==> src/rtl/axil_write_arbiter_if.sv <==
// ============================================================================
// Module   : axil_write_arbiter_if
// Brief    : AXI-Lite write channels (AW, W, B) shared by the write arbiter
// Revision : 1.0 - initial release
// ============================================================================
`default_nettype none

interface axil_write_arbiter_if #(
  parameter int ADDR_W = 32,
  parameter int DATA_W = 32
);
  logic [ADDR_W-1:0]   awaddr;
  logic                awvalid;
  logic                awready;
  logic [DATA_W-1:0]   wdata;
  logic [DATA_W/8-1:0] wstrb;
  logic                wvalid;
  logic                wready;
  logic [1:0]          bresp;
  logic                bvalid;
  logic                bready;

  modport master (
    output awaddr, awvalid, wdata, wstrb, wvalid, bready,
    input  awready, wready, bresp, bvalid
  );

  modport slave (
    input  awaddr, awvalid, wdata, wstrb, wvalid, bready,
    output awready, wready, bresp, bvalid
  );
endinterface

`default_nettype wire

==> src/rtl/axil_write_arbiter.sv <==
// ============================================================================
// Module   : axil_write_arbiter
// Brief    : Round-robin arbiter sharing one AXI-Lite write master port
// Revision : 1.0 - initial release
// ============================================================================
`default_nettype none

module axil_write_arbiter #(
  parameter int NUM_REQ = 2,
  parameter int ADDR_W  = 32,
  parameter int DATA_W  = 32,
  parameter int TIMEOUT = 256
) (
  input  wire logic                             clk,
  input  wire logic                             reset,
  input  wire logic [NUM_REQ-1:0]               i_req_valid,
  input  wire logic [NUM_REQ-1:0][ADDR_W-1:0]   i_req_addr,
  input  wire logic [NUM_REQ-1:0][DATA_W-1:0]   i_req_data,
  input  wire logic [NUM_REQ-1:0][DATA_W/8-1:0] i_req_strb,
  output logic      [NUM_REQ-1:0]               o_req_ready,
  output logic      [NUM_REQ-1:0]               o_rsp_valid,
  output logic      [1:0]                       o_rsp_resp,
  output logic                                  o_busy,
  axil_write_arbiter_if.master                  m_axil
);

  localparam int c_STRB_W = DATA_W / 8;
  localparam int c_IDX_W  = $clog2(NUM_REQ);
  localparam int c_CNT_W  = (TIMEOUT > 1) ? $clog2(TIMEOUT) : 1;

  typedef enum logic [1:0] {
    S_IDLE  = 2'd0,
    S_ISSUE = 2'd1,
    S_RESP  = 2'd2,
    S_DONE  = 2'd3
  } state_t;

  state_t               r_state,     w_state_nxt;
  logic [c_IDX_W-1:0]   r_last,      w_last_nxt;
  logic [c_IDX_W-1:0]   r_grant,     w_grant_nxt;
  logic [ADDR_W-1:0]    r_awaddr,    w_awaddr_nxt;
  logic [DATA_W-1:0]    r_wdata,     w_wdata_nxt;
  logic [c_STRB_W-1:0]  r_wstrb,     w_wstrb_nxt;
  logic                 r_awvalid,   w_awvalid_nxt;
  logic                 r_wvalid,    w_wvalid_nxt;
  logic                 r_bready,    w_bready_nxt;
  logic [NUM_REQ-1:0]   r_req_ready, w_req_ready_nxt;
  logic [NUM_REQ-1:0]   r_rsp_valid, w_rsp_valid_nxt;
  logic [1:0]           r_rsp_resp,  w_rsp_resp_nxt;
  logic                 r_busy;
  logic [c_CNT_W-1:0]   r_cnt,       w_cnt_nxt;

  logic                 w_found;
  logic [c_IDX_W-1:0]   w_grant_idx;
  logic                 w_aw_done;
  logic                 w_w_done;
  logic                 w_timeout;

  assign w_aw_done = !r_awvalid || m_axil.awready;
  assign w_w_done  = !r_wvalid  || m_axil.wready;
  assign w_timeout = (TIMEOUT != 0) && (r_cnt == c_CNT_W'(TIMEOUT - 1));

  // Search starts one past the last winner and wraps, giving rotating priority.
  always_comb begin
    w_found     = 1'b0;
    w_grant_idx = r_last;
    for (int k = 1; k <= NUM_REQ; k++) begin
      logic [c_IDX_W-1:0] v_idx;
      v_idx = c_IDX_W'((int'(r_last) + k) % NUM_REQ);
      if (!w_found && i_req_valid[v_idx]) begin
        w_found     = 1'b1;
        w_grant_idx = v_idx;
      end
    end
  end

  always_comb begin
    w_state_nxt     = r_state;
    w_last_nxt      = r_last;
    w_grant_nxt     = r_grant;
    w_awaddr_nxt    = r_awaddr;
    w_wdata_nxt     = r_wdata;
    w_wstrb_nxt     = r_wstrb;
    w_awvalid_nxt   = r_awvalid;
    w_wvalid_nxt    = r_wvalid;
    w_bready_nxt    = r_bready;
    w_req_ready_nxt = '0;
    w_rsp_valid_nxt = '0;
    w_rsp_resp_nxt  = r_rsp_resp;
    w_cnt_nxt       = r_cnt;
    case (r_state)
      S_IDLE: begin
        if (w_found) begin
          w_awaddr_nxt    = i_req_addr[w_grant_idx];
          w_wdata_nxt     = i_req_data[w_grant_idx];
          w_wstrb_nxt     = i_req_strb[w_grant_idx];
          w_awvalid_nxt   = 1'b1;
          w_wvalid_nxt    = 1'b1;
          w_req_ready_nxt = NUM_REQ'(1) << w_grant_idx;
          w_last_nxt      = w_grant_idx;
          w_grant_nxt     = w_grant_idx;
          w_state_nxt     = S_ISSUE;
        end
      end
      S_ISSUE: begin
        // AW and W complete independently; the later one moves us on.
        w_awvalid_nxt = r_awvalid && !m_axil.awready;
        w_wvalid_nxt  = r_wvalid  && !m_axil.wready;
        if (w_aw_done && w_w_done) begin
          w_bready_nxt = 1'b1;
          w_cnt_nxt    = '0;
          w_state_nxt  = S_RESP;
        end
      end
      S_RESP: begin
        if (m_axil.bvalid && r_bready) begin
          w_rsp_resp_nxt  = m_axil.bresp;
          w_bready_nxt    = 1'b0;
          w_rsp_valid_nxt = NUM_REQ'(1) << r_grant;
          w_state_nxt     = S_DONE;
        end else if (w_timeout) begin
          w_rsp_resp_nxt  = 2'b10;
          w_bready_nxt    = 1'b0;
          w_rsp_valid_nxt = NUM_REQ'(1) << r_grant;
          w_state_nxt     = S_DONE;
        end else begin
          w_cnt_nxt = r_cnt + c_CNT_W'(1);
        end
      end
      S_DONE: begin
        w_state_nxt = S_IDLE;
      end
      default: begin
        w_state_nxt = S_IDLE;
      end
    endcase
  end

  always_ff @(posedge clk) begin
    if (reset) begin
      r_state     <= S_IDLE;
      r_last      <= c_IDX_W'(NUM_REQ - 1);
      r_grant     <= '0;
      r_awaddr    <= '0;
      r_wdata     <= '0;
      r_wstrb     <= '0;
      r_awvalid   <= 1'b0;
      r_wvalid    <= 1'b0;
      r_bready    <= 1'b0;
      r_req_ready <= '0;
      r_rsp_valid <= '0;
      r_rsp_resp  <= 2'b00;
      r_busy      <= 1'b0;
      r_cnt       <= '0;
    end else begin
      r_state     <= w_state_nxt;
      r_last      <= w_last_nxt;
      r_grant     <= w_grant_nxt;
      r_awaddr    <= w_awaddr_nxt;
      r_wdata     <= w_wdata_nxt;
      r_wstrb     <= w_wstrb_nxt;
      r_awvalid   <= w_awvalid_nxt;
      r_wvalid    <= w_wvalid_nxt;
      r_bready    <= w_bready_nxt;
      r_req_ready <= w_req_ready_nxt;
      r_rsp_valid <= w_rsp_valid_nxt;
      r_rsp_resp  <= w_rsp_resp_nxt;
      r_busy      <= (w_state_nxt != S_IDLE);
      r_cnt       <= w_cnt_nxt;
    end
  end

  assign o_req_ready    = r_req_ready;
  assign o_rsp_valid    = r_rsp_valid;
  assign o_rsp_resp     = r_rsp_resp;
  assign o_busy         = r_busy;
  assign m_axil.awaddr  = r_awaddr;
  assign m_axil.awvalid = r_awvalid;
  assign m_axil.wdata   = r_wdata;
  assign m_axil.wstrb   = r_wstrb;
  assign m_axil.wvalid  = r_wvalid;
  assign m_axil.bready  = r_bready;

endmodule

`default_nettype wire
==> src/flat_wrapper.sv <==
// flat-port wrapper written by rule: the top's interface ports become plain ports
module axil_write_arbiter_flat 
#(
  parameter int NUM_REQ = 2,
  parameter int ADDR_W  = 32,
  parameter int DATA_W  = 32,
  parameter int TIMEOUT = 256
)
  (clk, reset, i_req_valid, i_req_addr, i_req_data, i_req_strb, o_req_ready, o_rsp_valid, o_rsp_resp, o_busy, m_axil_awaddr, m_axil_awvalid, m_axil_wdata, m_axil_wstrb, m_axil_wvalid, m_axil_bready, m_axil_awready, m_axil_wready, m_axil_bresp, m_axil_bvalid);
  axil_write_arbiter_if #(.ADDR_W(ADDR_W), .DATA_W(DATA_W)) m_axil_i ();
  input  wire logic clk;
  input  wire logic reset;
  input  wire logic [NUM_REQ-1:0] i_req_valid;
  input  wire logic [NUM_REQ-1:0][ADDR_W-1:0] i_req_addr;
  input  wire logic [NUM_REQ-1:0][DATA_W-1:0] i_req_data;
  input  wire logic [NUM_REQ-1:0][DATA_W/8-1:0] i_req_strb;
  output logic      [NUM_REQ-1:0] o_req_ready;
  output logic      [NUM_REQ-1:0] o_rsp_valid;
  output logic      [1:0] o_rsp_resp;
  output logic o_busy;
  output wire logic [$bits(m_axil_i.awaddr)-1:0] m_axil_awaddr;
  output wire logic [$bits(m_axil_i.awvalid)-1:0] m_axil_awvalid;
  output wire logic [$bits(m_axil_i.wdata)-1:0] m_axil_wdata;
  output wire logic [$bits(m_axil_i.wstrb)-1:0] m_axil_wstrb;
  output wire logic [$bits(m_axil_i.wvalid)-1:0] m_axil_wvalid;
  output wire logic [$bits(m_axil_i.bready)-1:0] m_axil_bready;
  input wire logic [$bits(m_axil_i.awready)-1:0] m_axil_awready;
  input wire logic [$bits(m_axil_i.wready)-1:0] m_axil_wready;
  input wire logic [$bits(m_axil_i.bresp)-1:0] m_axil_bresp;
  input wire logic [$bits(m_axil_i.bvalid)-1:0] m_axil_bvalid;
  assign m_axil_awaddr = m_axil_i.awaddr;
  assign m_axil_awvalid = m_axil_i.awvalid;
  assign m_axil_wdata = m_axil_i.wdata;
  assign m_axil_wstrb = m_axil_i.wstrb;
  assign m_axil_wvalid = m_axil_i.wvalid;
  assign m_axil_bready = m_axil_i.bready;
  assign m_axil_i.awready = m_axil_awready;
  assign m_axil_i.wready = m_axil_wready;
  assign m_axil_i.bresp = m_axil_bresp;
  assign m_axil_i.bvalid = m_axil_bvalid;
  axil_write_arbiter #(.NUM_REQ(NUM_REQ), .ADDR_W(ADDR_W), .DATA_W(DATA_W), .TIMEOUT(TIMEOUT)) u_core (.clk(clk), .reset(reset), .i_req_valid(i_req_valid), .i_req_addr(i_req_addr), .i_req_data(i_req_data), .i_req_strb(i_req_strb), .o_req_ready(o_req_ready), .o_rsp_valid(o_rsp_valid), .o_rsp_resp(o_rsp_resp), .o_busy(o_busy), .m_axil(m_axil_i));
endmodule
==> config.mk <==
export PLATFORM = sky130hd
export DESIGN_NAME = axil_write_arbiter_flat
export DESIGN_NICKNAME = d
export VERILOG_FILES = /design/src/rtl/axil_write_arbiter_if.sv /design/src/rtl/axil_write_arbiter.sv /design/src/flat_wrapper.sv
export SDC_FILE = /design/constraint.sdc
export NUM_CORES = 1
export LEC_CHECK = 0
export ABC_AREA = 1
export ABC_CLOCK_PERIOD_IN_PS = 1800
export BUFFER_PORTS_ARGS = -buffer_cell sky130_fd_sc_hd__buf_4
export CAP_MARGIN = 20
export CORE_ASPECT_RATIO = 1.1
export CORE_MARGIN = 4
export CORE_UTILIZATION = 41
export CTS_CLUSTER_SIZE = 10
export DETAILED_ROUTE_END_ITERATION = 16
export MAX_ROUTING_LAYER = met4
export PLACE_DENSITY_LB_ADDON = 0.25
export SYNTH_ARGS = -nofsm -noshare
export SYNTH_HDL_FRONTEND = slang
export SYNTH_SLANG_ARGS = --single-unit
==> constraint.sdc <==
create_clock -name clk -period 1.8 [get_ports clk]
set_input_delay 0.18 -clock clk [delete_from_list [all_inputs] [get_ports clk]]
set_output_delay 0.18 -clock clk [all_outputs]
set_load 0.01 [all_outputs]
## After elaboration in Yosys (flattened, before gate mapping)

Cells that the tools add are included.

| operators by class | value |
|---|---|
| equality and inequality tests | 9 |
| shift operators | 2 |
| muxes and demuxes | 34 |
| reductions and logical operators | 24 |
| $add $sub $neg | 3 |
| bitwise gates (word level) | 3 |
| magnitude comparators | 3 |

Operators with widths:

| cell | count |
|---|---|
| $mux W32 | 4 |
| $mux W8 | 3 |
| $mux W2 | 8 |
| $pmux W8 S2 | 1 |
| $mux W1 | 12 |
| $add A8 B1 Y8 const B | 1 |
| $eq A8 B8 Y1 const B | 1 |
| $mux W4 | 2 |
| $pmux W2 S4 | 1 |
| $reduce_bool A2 Y1 | 4 |
| $lt A1 B2 Y1 const B | 3 |
| $pmux W1 S2 | 3 |
| $reduce_and A2 Y1 | 3 |
| $logic_and A1 B1 Y1 | 5 |
| $logic_not A1 Y1 | 5 |
| $eq A2 B2 Y1 const B | 2 |
| $ne A2 B1 Y1 const B | 2 |
| $ne A2 B2 Y1 const B | 2 |
| $reduce_and A4 Y1 | 1 |
| $shl A1 B1 Y2 const A | 2 |
| $ne A3 B1 Y1 const B | 1 |
| $not A1 Y1 | 3 |
| $reduce_and A3 Y1 | 1 |
| $reduce_or A3 Y1 | 1 |
| other kinds (5) | 7 |

| storage, ports and cells | value |
|---|---|
| bits in registers | 90 |
| input bits | 145 |
| logic and storage cells | 92 |
| output and inout bits | 78 |

## Depth between registers and ports, before layout

| depth | value |
|---|---|
| word-level depth | 10 |
| depth in mapped cells | 11 |
| gate-level depth less buffers | 9 |

## Worst setup path before layout

OpenSTA, ideal clock, no wires.

| path | value |
|---|---|
| path kind | flip-flop to flip-flop |
| start point | reg u_core.r_state[0] |
| end point | reg u_core.r_awaddr[0] (netlist: u_core.m_axil.awaddr[0]) |
| period minus slack after synthesis | 1.448 ns |
| path buffers | 2 |
| setup slack | 0.352 ns |
| data required time | 1.687 ns |
| arrival | 1.335 ns |
| library setup time | 0.113 ns |
| cell stages (with the launch flop) | 12 |
| cells stage by stage | dfxtp_1 inv_1 ha_1 inv_2 nor2_8 inv_2 buf_4 buf_6 nand2_1 a21oi_1 a21oi_1 inv_1 |

| between the ends | value |
|---|---|
| cells in the longest elaborated chain, start to end | 2 |

RTL lines:

| element | line | text |
|---|---|---|
| from (decl) | axil_write_arbiter.sv:38 | `state_t r_state, w_state_nxt;` |
| from (signal assigned) | axil_write_arbiter.sv:156 | `r_state <= w_state_nxt;` |
| $logic_not A2 Y1 | axil_write_arbiter.sv:91 | `case (r_state)` |
| $reduce_and A2 Y1 (no source line) | -- |  |
| to (signal assigned) | axil_write_arbiter.sv:159 | `r_awaddr <= w_awaddr_nxt;` |
| to (decl) | axil_write_arbiter.sv:41 | `logic [ADDR_W-1:0] r_awaddr, w_awaddr_nxt;` |

No other way between the ends.
A chain may end at the register's enable or synchronous reset.

## Worst setup path after layout

| path | value |
|---|---|
| start point | reg u_core.r_state[1] |
| end point | reg u_core.r_wdata[23] (netlist: u_core.m_axil.wdata[23]) |

| between the ends | value |
|---|---|
| cells in the longest elaborated chain, start to end | 2 |

RTL lines:

| element | line | text |
|---|---|---|
| $logic_not A2 Y1 | axil_write_arbiter.sv:91 |  |
| $reduce_and A2 Y1 (no source line) | -- |  |
| to (signal assigned) | axil_write_arbiter.sv:160 | `r_wdata <= w_wdata_nxt;` |
| to (decl) | axil_write_arbiter.sv:42 | `logic [DATA_W-1:0] r_wdata, w_wdata_nxt;` |

No other way between the ends.

==> flow_summary.rst <==
.. list-table::
   :header-rows: 1

   * - Metric
     - Value
   * - Maximum achievable frequency
     - 0.615 GHz
   * - Area of the die
     - 12100 um^2
   * - Critical path startpoint category
     - register
   * - Worst hold slack across all endpoints
     - 0.0181 ns
   * - Commonest cells in the netlist
     - 147 x nand2_1, 90 x dfxtp_1, 88 x inv_1, 83 x a21oi_1, 72 x nand3_1
   * - DP Cell Count
     - 945
   * - Max cap viols
     - 0
   * - Top-count cell post-synth
     - nand2_1
   * - Xor/xnor share of the synthesized area
     - 0%
   * - RePlAce Congestion
     - 0.887
   * - Synthesis-stage register bit count
     - 90
   * - Number of ports placed on the die boundary
     - 223
   * - Syn_nets
     - 759
   * - Post-layout minimum cycle time
     - 1.63 ns
   * - Number of synthesized flops with an enable pin
     - 0
   * - DRT antenna net count
     - 0
   * - Library cell with the largest summed area after synthesis
     - dfxtp_1
   * - Main combinational cell family by area after synthesis
     - simple AND/OR/NAND/NOR gates
   * - Via count normalized by instance count
     - 4.90
   * - Data required time at the worst endpoint
     - 2.05 ns
   * - DP HPWL
     - 10400 um
   * - Compound-gate portion of the synthesized area
     - 16.6%
   * - Critical path capture point type
     - register
   * - Final standard cell utilization of the core
     - 62.7%
   * - Final wirelength
     - 13800 um
   * - Outcome
     - finished clean
   * - Number of violations reported at the end of detailed-routing iteration 0
     - 209
   * - Number of buffers added on ports
     - 222
   * - Net count of the finished layout
     - 972
   * - CTS tree
     - done
   * - Setup total negative slack
     - 0 ns
   * - Antenna violations before repair
     - 0
   * - Setup violators final
     - 0
   * - Area taken by flip-flops and latches
     - 1800 um^2
   * - Standby leakage power
     - 3.32 nW
   * - Post-synth top flop
     - dfxtp_1
   * - Total number of vias
     - 4735
   * - Tightest Pin Transition
     - 0.397 ns
   * - CP Class
     - reg -> reg
   * - Synth async-reset ratio
     - 0%
   * - Share of synthesized area spent on multiplexers
     - 0%
   * - DRC errors left
     - 0
   * - Final clock skew
     - 0.00664 ns
   * - Area of the placeable core
     - 10000 um^2
   * - Share of synthesized cell area in and, or, nand and nor gates
     - 27.1%
   * - H-Tree Depth
     - 3
   * - Number of hold violations in the final report
     - 0
   * - Largest fanout on the critical path
     - 23
   * - Yosys cell types
     - 28
   * - Final Cycle Share
     - 90.3%
   * - Area occupied by multi-input gates
     - 1920 um^2
   * - Power density of the placed cells
     - 879 nW/um^2
   * - Non-filler cells, final
     - 967
   * - Die Span Y
     - 115 um
   * - Top cell type's share of synthesized area
     - 42.3%
   * - Overflow left after global routing
     - 0
   * - Largest net degree at the start of global routing
     - 70
   * - Number of antenna cells inserted
     - 0
   * - Wire length of the first global-routing pass
     - 21800 um
   * - VDD IR max
     - 383 uV
   * - Library cell used as clock root buffer
     - clkbuf_8
   * - Post-synth design cell area
     - 4260 um^2
   * - Slew margin rel.
     - 73.5%
   * - Total iterations of the first detailed-routing run
     - 4
   * - Number of rows created at floorplan
     - 38
   * - Number of synthesis warnings
     - 0
   * - Synthesized instance count
     - 610
   * - Arrival time at the worst endpoint
     - 1.88 ns
   * - Number of buffers inserted during clock tree synthesis
     - 9
   * - Worst-skew pair later-pin latency
     - 0.35 ns
   * - Post-detailed-route wirelength per cell
     - 14.3 um
   * - Synth area leaders
     - dfxtp_1 42%, nand2_1 13%, a21oi_1 9.7%, nand3_1 8.5%, inv_1 7.7%
   * - RSZ-0062 raised after global routing
     - false
   * - Mean Syn Cell Area
     - 6.99 um^2
   * - Final Max Tran Viols
     - 0
   * - Portion of the post-synthesis area used by sequential elements
     - 42.3%
   * - Reg clk slew, reported paths
     - 0.09 ns
   * - Number of fill cells in the layout
     - 907
   * - Via count of the first global-routing pass
     - 4632
   * - Synth-to-Final Area Change
     - 47.5%
   * - Share of cells above drive strength 1
     - 31.7%
   * - Adder-cell share of the synthesized area
     - 1.17%
   * - Final design area excluding fillers
     - 6290 um^2
   * - Type of the worst min-delay path
     - in -> reg
   * - Total global-route track usage
     - 22.8%
   * - Horizontal extent of the die
     - 105 um
   * - Initial Util
     - 42.5%
   * - Number of buffers on the longest clock path
     - 2
   * - DP Area
     - 6020 um^2
   * - Total clock sinks
     - 90
cell type report:
cell class              instances  share of cell area, %
multi-input cells             392                   30.5
repair buffers                239                   29.9
flip-flops and latches         90                   28.7
inverters                      91                   5.43
well taps                     140                   2.79
clock buffers                  13                   2.53
clock inverters                 2                  0.199
power by group:
group          internal [W]  leakage [nW]  switching [W]
logic              0.000878          2.49       0.000984
clock network      0.000570        0.0855       0.000679
registers           0.00226         0.743       0.000151
total               0.00371          3.32        0.00181
critical path: stages, from the launching register on:
cell	delay [ns]
dfxtp_1	0.39
inv_1	0.09
ha_1	0.19
inv_2	0.13
nor2_8	0.08
nand2_2	0.18
nor2_2	0.07
buf_12	0.17
a21oi_1	0.16
inv_1	0.06
what timing repair did:
action	4_1_cts	5_1_grt
hold buffers	6	0
gates resized for setup	0	4
setup endpoints to repair	0	7
hold endpoints to repair	6	0
setup buffers	0	1
per-stage QoR:
stage               setup WS (ns)  power, W
finish                      0.175   0.00552
global route               0.0153   0.00585
CTS                         0.151   0.00555
detailed placement          0.171   0.00430
global placement            0.269   0.00425
floorplan                   0.352   0.00342
placed cells by master (no fill, tap or decap):
cell / synthesis / layout
o21ai_0: 4 / 4
o211ai_1: 26 / 26
nand3b_1: 1 / 1
clkinvlp_4: 0 / 1
nand4_1: 1 / 1
inv_1: 88 / 87
buf_4: 5 / 228
nor3_1: 2 / 2
nor2_1: 30 / 29
nand2_2: 4 / 4
a31oi_1: 3 / 3
ha_1: 4 / 3
nand2_4: 2 / 2
nor3b_1: 1 / 1
nor2_2: 2 / 3
o221ai_1: 6 / 6
buf_16: 0 / 1
clkinv_2: 0 / 1
o21bai_1: 1 / 1
inv_2: 3 / 4
nor2_4: 1 / 1
buf_12: 0 / 4
clkbuf_1: 10 / 2
and3_1: 1 / 1
nand2_1: 147 / 147
dfxtp_1: 90 / 90
dlygate4sd3_1: 0 / 6
ha_2: 0 / 1
nor2_8: 1 / 1
a21oi_1: 83 / 83
nand3_1: 72 / 72
clkbuf_8: 0 / 11
kinds of logic (layout without fill, tap and decap cells):
group	count (synthesis)	in the layout
and+or+nand+nor	265	265
DFF	90	90
AOI/OAI and AO/OA	123	123
adders and majority gates	4	4
buffers and inverters	128	345
registers in the layout (all words and copies together) (netlist names):
| signal | flops |
|---|---|
| u_core.r_state | 2 |
| u_core.o_req_ready | 2 |
| u_core.m_axil.wvalid | 1 |
| u_core.r_cnt | 8 |
| u_core.m_axil.wstrb | 4 |
| u_core.o_rsp_valid | 2 |
| u_core.o_busy | 1 |
| u_core.o_rsp_resp | 2 |
| u_core.m_axil.awvalid | 1 |
| u_core.m_axil.bready | 1 |
| u_core.m_axil.wdata | 32 |
| u_core.r_grant | 1 |
| u_core.m_axil.awaddr | 32 |
| u_core.r_last | 1 |
routing by layer:
layer | GRT usage [%] | part of all wire (%) | up-vias
met5 | - | 0 | -
met4 | 10.1 | 3.0 | 0
met3 | 4.77 | 6.8 | 29
met2 | 38.6 | 50 | 173
met1 | 26.2 | 40 | 2146
li1 | - | - | 2387
final timing paths:
kind	cells past startpoint	start	slack [ns]	to
min reg2reg	1	u_core.r_grant	0.46	u_core.o_rsp_valid[0]
min	3	i_req_data[33]	0.02	u_core.m_axil.wdata[1]
max	9	u_core.r_state[1]	0.17	u_core.m_axil.wdata[23]
max reg2reg	9	u_core.r_state[1]	0.17	u_core.m_axil.wdata[23]
Note: power is estimated with default switching activity, not from simulation.
